--- src/rtl/ddr4_cmd_decoder.sv ---
// DDR4 command-bus decoder: registers the pins, decodes one command per cycle,
// tracks per-bank open/idle state and tRCD/tRP spacing, and generates data windows.
module ddr4_cmd_decoder #(
  parameter int NUMRANK       = 1,
  parameter int BGWIDTH       = 2,
  parameter int BKWIDTH       = 2,
  parameter int COMMAND_WIDTH = 17,
  parameter int ROWWIDTH      = 15,
  parameter int COLWIDTH      = 10,
  parameter int TRCD          = 4,
  parameter int TRP           = 4,
  parameter int CL            = 6,
  parameter int CWL           = 5,
  parameter int BURST_CYCLES  = 4,
  localparam int RANKW        = (NUMRANK > 1) ? $clog2(NUMRANK) : 1
) (
  input  logic                     clk,
  input  logic                     rst,
  input  logic                     cke,
  input  logic [NUMRANK-1:0]       cs_n,
  input  logic                     act_n,
  input  logic [BGWIDTH-1:0]       bg,
  input  logic [BKWIDTH-1:0]       b,
  input  logic [COMMAND_WIDTH-1:0] pin_A,
  output logic                     cmd_valid,
  output logic [2:0]               cmd_type,
  output logic [RANKW-1:0]         cmd_rank,
  output logic [BGWIDTH-1:0]       cmd_bg,
  output logic [BKWIDTH-1:0]       cmd_bk,
  output logic [ROWWIDTH-1:0]      cmd_row,
  output logic [COLWIDTH-1:0]      cmd_col,
  output logic                     cmd_ap,
  output logic                     err_illegal,
  output logic                     err_timing,
  output logic                     rd_dq_en,
  output logic                     wr_dq_en
);

  localparam int unsigned BPR  = 1 << (BGWIDTH + BKWIDTH);
  localparam int unsigned NB   = NUMRANK * BPR;
  localparam int unsigned IDXW = (NB > 1) ? $clog2(NB) : 1;
  localparam int          MAXT = (TRCD > TRP) ? TRCD : TRP;
  localparam int          CNTW = (MAXT > 0) ? $clog2(MAXT + 1) : 1;
  localparam int          RDSR = CL + BURST_CYCLES - 1;
  localparam int          WRSR = CWL + BURST_CYCLES - 1;
  localparam int          RAS_BIT = 16;
  localparam int          CAS_BIT = 15;
  localparam int          WE_BIT  = 14;
  localparam int          AP_BIT  = 10;
  localparam logic [CNTW-1:0] CNT_SAT = CNTW'(MAXT);

  typedef enum logic {BANK_IDLE, BANK_ACTIVE} bank_state_e;
  typedef enum logic [2:0] {
    CMD_NOP = 3'd0, CMD_ACT = 3'd1, CMD_RD  = 3'd2, CMD_WR    = 3'd3,
    CMD_PRE = 3'd4, CMD_REF = 3'd5, CMD_DES = 3'd6, CMD_OTHER = 3'd7
  } cmd_e;

  // Pin capture stage
  logic                     p_cke_q;
  logic [NUMRANK-1:0]       p_cs_n_q;
  logic                     p_act_n_q;
  logic [BGWIDTH-1:0]       p_bg_q;
  logic [BKWIDTH-1:0]       p_b_q;
  logic [COMMAND_WIDTH-1:0] p_a_q;

  bank_state_e         bank_q [NB];
  bank_state_e         bank_d [NB];
  logic [ROWWIDTH-1:0] row_q  [NB];
  logic [ROWWIDTH-1:0] row_d  [NB];
  logic [CNTW-1:0]     cnt_q  [NB];
  logic [CNTW-1:0]     cnt_d  [NB];

  logic                cmd_valid_q, cmd_valid_d;
  cmd_e                cmd_type_q, cmd_type_d;
  logic [RANKW-1:0]    cmd_rank_q, cmd_rank_d;
  logic [BGWIDTH-1:0]  cmd_bg_q, cmd_bg_d;
  logic [BKWIDTH-1:0]  cmd_bk_q, cmd_bk_d;
  logic [ROWWIDTH-1:0] cmd_row_q, cmd_row_d;
  logic [COLWIDTH-1:0] cmd_col_q, cmd_col_d;
  logic                cmd_ap_q, cmd_ap_d;
  logic                err_illegal_q, err_illegal_d;
  logic                err_timing_q, err_timing_d;
  logic [RDSR-1:0]     rd_sr_q, rd_sr_d;
  logic [WRSR-1:0]     wr_sr_q, wr_sr_d;
  logic                rd_dq_en_q, rd_dq_en_d;
  logic                wr_dq_en_q, wr_dq_en_d;

  int unsigned         n_low;
  int unsigned         base;
  int unsigned         loc;
  logic [RANKW-1:0]    sel_rank;
  logic [IDXW-1:0]     bidx;
  logic [IDXW-1:0]     jidx;
  logic                rank_busy;
  logic                hit_active;
  int                  elapsed;
  logic                ras, cas, we, ap;
  logic                rd_hit, wr_hit;

  always_comb begin
    bank_d = bank_q;
    row_d  = row_q;
    for (int unsigned i = 0; i < NB; i++)
      cnt_d[i] = (cnt_q[i] == CNT_SAT) ? cnt_q[i] : cnt_q[i] + CNTW'(1);

    n_low    = 0;
    sel_rank = '0;
    for (int unsigned r = 0; r < NUMRANK; r++) begin
      if (!p_cs_n_q[r]) begin
        n_low++;
        sel_rank = RANKW'(r);
      end
    end
    base = 32'(sel_rank) * BPR;
    loc  = 32'({p_bg_q, p_b_q});
    bidx = IDXW'(base + loc);
    jidx = '0;

    rank_busy = 1'b0;
    for (int unsigned j = 0; j < BPR; j++)
      if (bank_q[IDXW'(base + j)] == BANK_ACTIVE) rank_busy = 1'b1;
    hit_active = (bank_q[bidx] == BANK_ACTIVE);
    // Counter is zeroed at the edge that processes the reference command,
    // so cycles between the two pin samples is count + 1.
    elapsed = int'(cnt_q[bidx]) + 1;

    ras = p_a_q[RAS_BIT];
    cas = p_a_q[CAS_BIT];
    we  = p_a_q[WE_BIT];
    ap  = p_a_q[AP_BIT];

    cmd_valid_d   = 1'b0;
    cmd_type_d    = CMD_NOP;
    err_illegal_d = 1'b0;
    err_timing_d  = 1'b0;
    rd_hit        = 1'b0;
    wr_hit        = 1'b0;
    cmd_rank_d    = sel_rank;
    cmd_bg_d      = p_bg_q;
    cmd_bk_d      = p_b_q;
    cmd_row_d     = p_a_q[ROWWIDTH-1:0];
    cmd_col_d     = p_a_q[COLWIDTH-1:0];
    cmd_ap_d      = ap;

    if (p_cke_q) begin
      if (n_low == 0) begin
        cmd_type_d = CMD_DES;
      end else if (n_low > 1) begin
        cmd_type_d    = CMD_OTHER;
        cmd_valid_d   = 1'b1;
        err_illegal_d = 1'b1;
      end else if (!p_act_n_q) begin
        cmd_type_d  = CMD_ACT;
        cmd_valid_d = 1'b1;
        if (hit_active) begin
          err_illegal_d = 1'b1;
        end else begin
          err_timing_d = (elapsed < TRP);
          bank_d[bidx] = BANK_ACTIVE;
          row_d[bidx]  = p_a_q[ROWWIDTH-1:0];
          cnt_d[bidx]  = '0;
        end
      end else begin
        case ({ras, cas, we})
          3'b010, 3'b011: begin
            cmd_type_d  = we ? CMD_WR : CMD_RD;
            cmd_valid_d = 1'b1;
            rd_hit      = !we;
            wr_hit      = we;
            if (!hit_active) begin
              err_illegal_d = 1'b1;
            end else begin
              err_timing_d = (elapsed < TRCD);
              if (ap) begin
                bank_d[bidx] = BANK_IDLE;
                cnt_d[bidx]  = '0;
              end
            end
          end
          3'b001: begin
            cmd_type_d  = CMD_PRE;
            cmd_valid_d = 1'b1;
            for (int unsigned j = 0; j < BPR; j++) begin
              jidx = IDXW'(base + j);
              if ((ap || (j == loc)) && (bank_q[jidx] == BANK_ACTIVE)) begin
                bank_d[jidx] = BANK_IDLE;
                cnt_d[jidx]  = '0;
              end
            end
          end
          3'b000: begin
            cmd_type_d    = CMD_REF;
            cmd_valid_d   = 1'b1;
            err_illegal_d = rank_busy;
          end
          3'b111: cmd_type_d = CMD_NOP;
          default: begin
            cmd_type_d  = CMD_OTHER;
            cmd_valid_d = 1'b1;
          end
        endcase
      end
    end

    // Bit j of a shift register marks a strobe j+1 edges before the next edge
    rd_sr_d    = (rd_sr_q << 1) | RDSR'(rd_hit);
    wr_sr_d    = (wr_sr_q << 1) | WRSR'(wr_hit);
    rd_dq_en_d = |rd_sr_q[RDSR-1 -: BURST_CYCLES];
    wr_dq_en_d = |wr_sr_q[WRSR-1 -: BURST_CYCLES];
  end

  always_ff @(posedge clk) begin
    if (rst) begin
      p_cke_q       <= 1'b0;
      p_cs_n_q      <= '1;
      p_act_n_q     <= 1'b1;
      p_bg_q        <= '0;
      p_b_q         <= '0;
      p_a_q         <= '0;
      for (int unsigned i = 0; i < NB; i++) begin
        bank_q[i] <= BANK_IDLE;
        row_q[i]  <= '0;
        cnt_q[i]  <= CNT_SAT;
      end
      cmd_valid_q   <= 1'b0;
      cmd_type_q    <= CMD_NOP;
      cmd_rank_q    <= '0;
      cmd_bg_q      <= '0;
      cmd_bk_q      <= '0;
      cmd_row_q     <= '0;
      cmd_col_q     <= '0;
      cmd_ap_q      <= 1'b0;
      err_illegal_q <= 1'b0;
      err_timing_q  <= 1'b0;
      rd_sr_q       <= '0;
      wr_sr_q       <= '0;
      rd_dq_en_q    <= 1'b0;
      wr_dq_en_q    <= 1'b0;
    end else begin
      p_cke_q       <= cke;
      p_cs_n_q      <= cs_n;
      p_act_n_q     <= act_n;
      p_bg_q        <= bg;
      p_b_q         <= b;
      p_a_q         <= pin_A;
      bank_q        <= bank_d;
      row_q         <= row_d;
      cnt_q         <= cnt_d;
      cmd_valid_q   <= cmd_valid_d;
      cmd_type_q    <= cmd_type_d;
      cmd_rank_q    <= cmd_rank_d;
      cmd_bg_q      <= cmd_bg_d;
      cmd_bk_q      <= cmd_bk_d;
      cmd_row_q     <= cmd_row_d;
      cmd_col_q     <= cmd_col_d;
      cmd_ap_q      <= cmd_ap_d;
      err_illegal_q <= err_illegal_d;
      err_timing_q  <= err_timing_d;
      rd_sr_q       <= rd_sr_d;
      wr_sr_q       <= wr_sr_d;
      rd_dq_en_q    <= rd_dq_en_d;
      wr_dq_en_q    <= wr_dq_en_d;
    end
  end

  assign cmd_valid   = cmd_valid_q;
  assign cmd_type    = cmd_type_q;
  assign cmd_rank    = cmd_rank_q;
  assign cmd_bg      = cmd_bg_q;
  assign cmd_bk      = cmd_bk_q;
  assign cmd_row     = cmd_row_q;
  assign cmd_col     = cmd_col_q;
  assign cmd_ap      = cmd_ap_q;
  assign err_illegal = err_illegal_q;
  assign err_timing  = err_timing_q;
  assign rd_dq_en    = rd_dq_en_q;
  assign wr_dq_en    = wr_dq_en_q;

endmodule

--- config.mk ---
export PLATFORM = sky130hd
export DESIGN_NAME = ddr4_cmd_decoder
export DESIGN_NICKNAME = d
export VERILOG_FILES = /design/src/rtl/ddr4_cmd_decoder.sv
export SDC_FILE = /design/constraint.sdc
export NUM_CORES = 1
export LEC_CHECK = 0
export CELL_PAD_IN_SITES_DETAIL_PLACEMENT = 2
export CELL_PAD_IN_SITES_GLOBAL_PLACEMENT = 2
export CORE_ASPECT_RATIO = 0.8
export CORE_MARGIN = 2
export CORE_UTILIZATION = 38
export DETAILED_ROUTE_END_ITERATION = 10
export GPL_TIMING_DRIVEN = 0
export MAX_ROUTING_LAYER = met4
export PLACE_DENSITY = 0.81
export SYNTH_ARGS = -nofsm -noshare
export SYNTH_HDL_FRONTEND = slang
export SYNTH_SLANG_ARGS = --single-unit
--- constraint.sdc ---
create_clock -name clk -period 3.3 [get_ports clk]
set_clock_uncertainty 0.1 [all_clocks]
set_input_delay 0.66 -clock clk [delete_from_list [all_inputs] [get_ports clk]]
set_output_delay 0.66 -clock clk [all_outputs]
set_load 0.005 [all_outputs]
==> impl_metrics.json, run 1 <==
{
  "status": "finished, final reports clean",
  "htreeDepth": 4,
  "path_common_cell": "o221a_2",
  "slew_headroom": 0.262,
  "n_antenna_cell": 0,
  "synthFlopType": "dfxtp_1",
  "synth_area_leader_cell": "dfxtp_1",
  "fin_nets": 855,
  "placed_area_um2": 7720,
  "hp-class": "reg2reg",
  "register_area_um2": 2640,
  "fillers": 1820,
  "wl_per_cell_um": 24.7,
  "finalSetupViolations": 0,
  "synth_cell_type_count": 75,
  "antenna_found_initial": 0,
  "drtIter0Drc": 357,
  "gr-total-overflow": 0,
  "tightest_slew_ns": 1.10,
  "total_power_mw": 4.95,
  "die_height_um": 124,
  "die_w_um": 154,
  "synth_top_area_frac": 0.388,
  "routabilityCongestion": 0.942,
  "ys_seq_elements": 132,
  "path_buf_inv": 2,
  "fin_tns_setup_ns": 0,
  "final_antenna_net_count": 0,
  "netlist_area_um2": 6810,
  "io_pins": 65,
  "fin_ws_ns": 0.325,
  "cts_root_buf": "clkbuf_16",
  "synth-seq-area-share": 0.388,
  "grt_max_degree": 17,
  "clk_pin_slew_worst_paths_ns": 0.06,
  "min_period_over_period": 0.901,
  "synthCells": 715,
  "rsz0062_at_grt": "no",
  "rows": 43,
  "stdcell_area_um2": 8280,
  "cts_setup_buffers": 0,
  "finalWorstPathRequiredPeriod_ns": 2.97,
  "ys_warn_count": 0,
  "endpoint_kind": "flip-flop",
  "grtUsageTotal": 0.280,
  "grt_pass1_wl_mm": 39.2,
  "clk_path_buf_depth": 2,
  "syn-num-nets": 773,
  "firstDrtPassIters": 5,
  "synth_edf_count": 0,
  "dp_slack_ns": 0.198,
  "start_util": 0.391,
  "cp_max_fo": 9,
  "drt_wl_total_mm": 25.5,
  "viasPerCell": 5.94,
  "port-buffer-count": 63,
  "cts_tree": "done",
  "crit_family": "compound AO/OA/AOI/OAI gates",
  "clk_latency_ns": 0.44,
  "crit_arrival_ns": 3.20,
  "grt_pass1_vias": 6737,
  "synthTopCellsByArea": "dfxtp_1 (39%), ha_1 (5.9%), nor2b_1 (5.1%), mux2i_1 (2.9%), nand2_1 (2.6%)",
  "p_leak_nw": 3.05,
  "cts.sinks": 132,
  "multi_input_comb_area_um2": 3650,
  "syn-mean-instance-area_um2": 9.52,
  "num_vias": 6143,
  "die_area_um2": 19000,
  "hold_buffers": 0,
  "vdd_drop_max_uv": 334,
  "path_class": "reg2reg",
  "synthArstFlopShare": 0,
  "critPathMaxStageDelay_ns": 0.73,
  "timing.fmax_mhz": 336,
  "start_kind": "flip-flop",
  "maxSlewViolCount": 0,
  "drc": 0,
  "fp.coreArea_um2": 17400,
  "maxCapViolations": 0,
  "utilization": 0.475,
  "drive_gt1_frac": 0.153,
  "power_density_nw_per_um2": 598,
  "cp.required_ns": 3.52,
  "cts_resized": 0,
  "critical_path.cell_chain": "clkbuf_1 -> inv_1 -> nor3_2 -> o211ai_1 -> o221a_2 -> o221a_2",
  "hold_violations": 0,
  "place_hpwl_mm": 18.3,
  "cts_buffers": 17,
  "slowest_stage": "nor3_2",
  "area_growth_syn_to_layout_pct": 21.6
}
area by class of cell:
cell class              instances  share of cell area
plain buffers                  59              0.0428
flip-flops and latches        132               0.319
clock inverters                15              0.0159
multi-input cells             482               0.442
well taps                     225              0.0340
clock buffers                  17              0.0514
inverters                      42              0.0190
repair buffers                 63              0.0762
placed cells by master (no fill, tap or decap), types with 16 or more instances in the layout:
cell / n
a21oi_1: 23
buf_2: 16
buf_4: 20
clkbuf_1: 17
clkbuf_16: 17
clkdlybuf4s50_1: 63
dfxtp_1: 132
ha_1: 32
inv_1: 42
mux2i_1: 20
nand2_1: 47
nand3_1: 16
nor2_1: 28
nor2b_1: 56
nor3_1: 17
nor4_1: 17
o21ai_0: 16
xnor2_1: 16
power by group:
group          leakage (nW)  switching (mW)  internal, mW
logic                  1.70           0.628         0.553
clock network         0.268           0.839         0.990
registers              1.08           0.168          1.78
total                  3.05            1.63          3.32
state kept, by name, summed over array words and instances (netlist names), 2 cells and up:
register	count
cmd_bg_d	2
cmd_bg	2
bank_q	16
rd_sr_q	9
cmd_row	15
cmd_type	3
cmd_bk	2
cnt_q	48
p_a_q	17
wr_sr_q	8
cmd_bk_d	2
per-layer routing:
metal	GRT usage	routed length [um]	up-vias
li1	-	-	2767
met5	-	0	-
met4	0.106	573	0
met3	0.0588	1560	44
met1	0.338	11000	3127
met2	0.466	12400	205
worst register-to-register path, stage by stage (launching register included):
cell and delay [ns]:
dfxtp_1 0.31, clkbuf_1 0.48, inv_1 0.27, nor3_2 0.73, o211ai_1 0.36, o221a_2 0.30, o221a_2 0.32
per-stage QoR:
stage / cells / hold slack (ns)
final: 1035 / 0.343
after global routing: 1035 / 0.358
after CTS: 1035 / 0.349
after detailed placement: 1003 / 0.327
after global placement: 1003 / 0.318
after floorplan: 715 / 0.314
worst paths after layout:
kind | from | end | slack (ns) | cells past startpoint
setup / recovery | p_a_q[10] | bank_q[5] | 0.33 | 6
setup reg to reg | p_a_q[10] | bank_q[5] | 0.33 | 6
hold / removal | p_a_q[11] | cmd_row[11] | 0.34 | 1
hold reg to reg | p_a_q[11] | cmd_row[11] | 0.34 | 1
synth_stat cells (2+ instances only):
cell type and number:
o211ai_1 6, o21ai_1 8, o21ai_0 16, nor2_1 28, a221oi_1 5, a211oi_2 2
o22ai_2 4, buf_2 16, mux2i_1 20, o221a_2 7, a211oi_1 11, nor4_1 17
a31oi_1 4, nor2b_1 56, nand4_1 2, xnor2_1 16, nor3_1 17, inv_1 42
o22ai_1 3, o41ai_1 5, mux4_2 7, buf_6 5, nand4b_1 4, nand4bb_1 4
ha_1 32, buf_4 20, nand2_1 47, nand2b_1 6, a311oi_2 5, o311ai_1 2
dfxtp_1 132, o221ai_1 13, o31ai_1 14, a21oi_1 23, or2_2 7, or4b_1 2
a311oi_1 13, or3_1 6, nor4b_1 3, clkbuf_1 17, nand3b_1 13, a21o_1 2
nand3_1 16, nor4b_2 6
logic make-up (layout without fill, tap and decap cells):
kind of cell / after synthesis / count (layout) / share of synthesized area
other: 1 / 1 / 0.000551
AO/OA/AOI/OAI: 155 / 155 / 0.179
AND/OR/NAND/NOR: 249 / 249 / 0.221
buffers and inverters: 101 / 196 / 0.0752
adder cells (fa/ha/maj): 32 / 32 / 0.0588
flip-flops: 132 / 132 / 0.388
XOR/XNOR: 16 / 16 / 0.0206
multiplexers: 29 / 29 / 0.0562
Power figures use the tool's default switching activity.
==> run 2: changes to the inputs <==
--- a/config.mk
+++ b/config.mk
@@ -14,6 +14,7 @@
 export GPL_TIMING_DRIVEN = 0
 export MAX_ROUTING_LAYER = met4
 export PLACE_DENSITY = 0.81
+export SETUP_SLACK_MARGIN = 0.2
 export SYNTH_ARGS = -nofsm -noshare
 export SYNTH_HDL_FRONTEND = slang
 export SYNTH_SLANG_ARGS = --single-unit
==> results of run 2 <==
No change in the layout: final DEF, timing and power equal those of run 1.
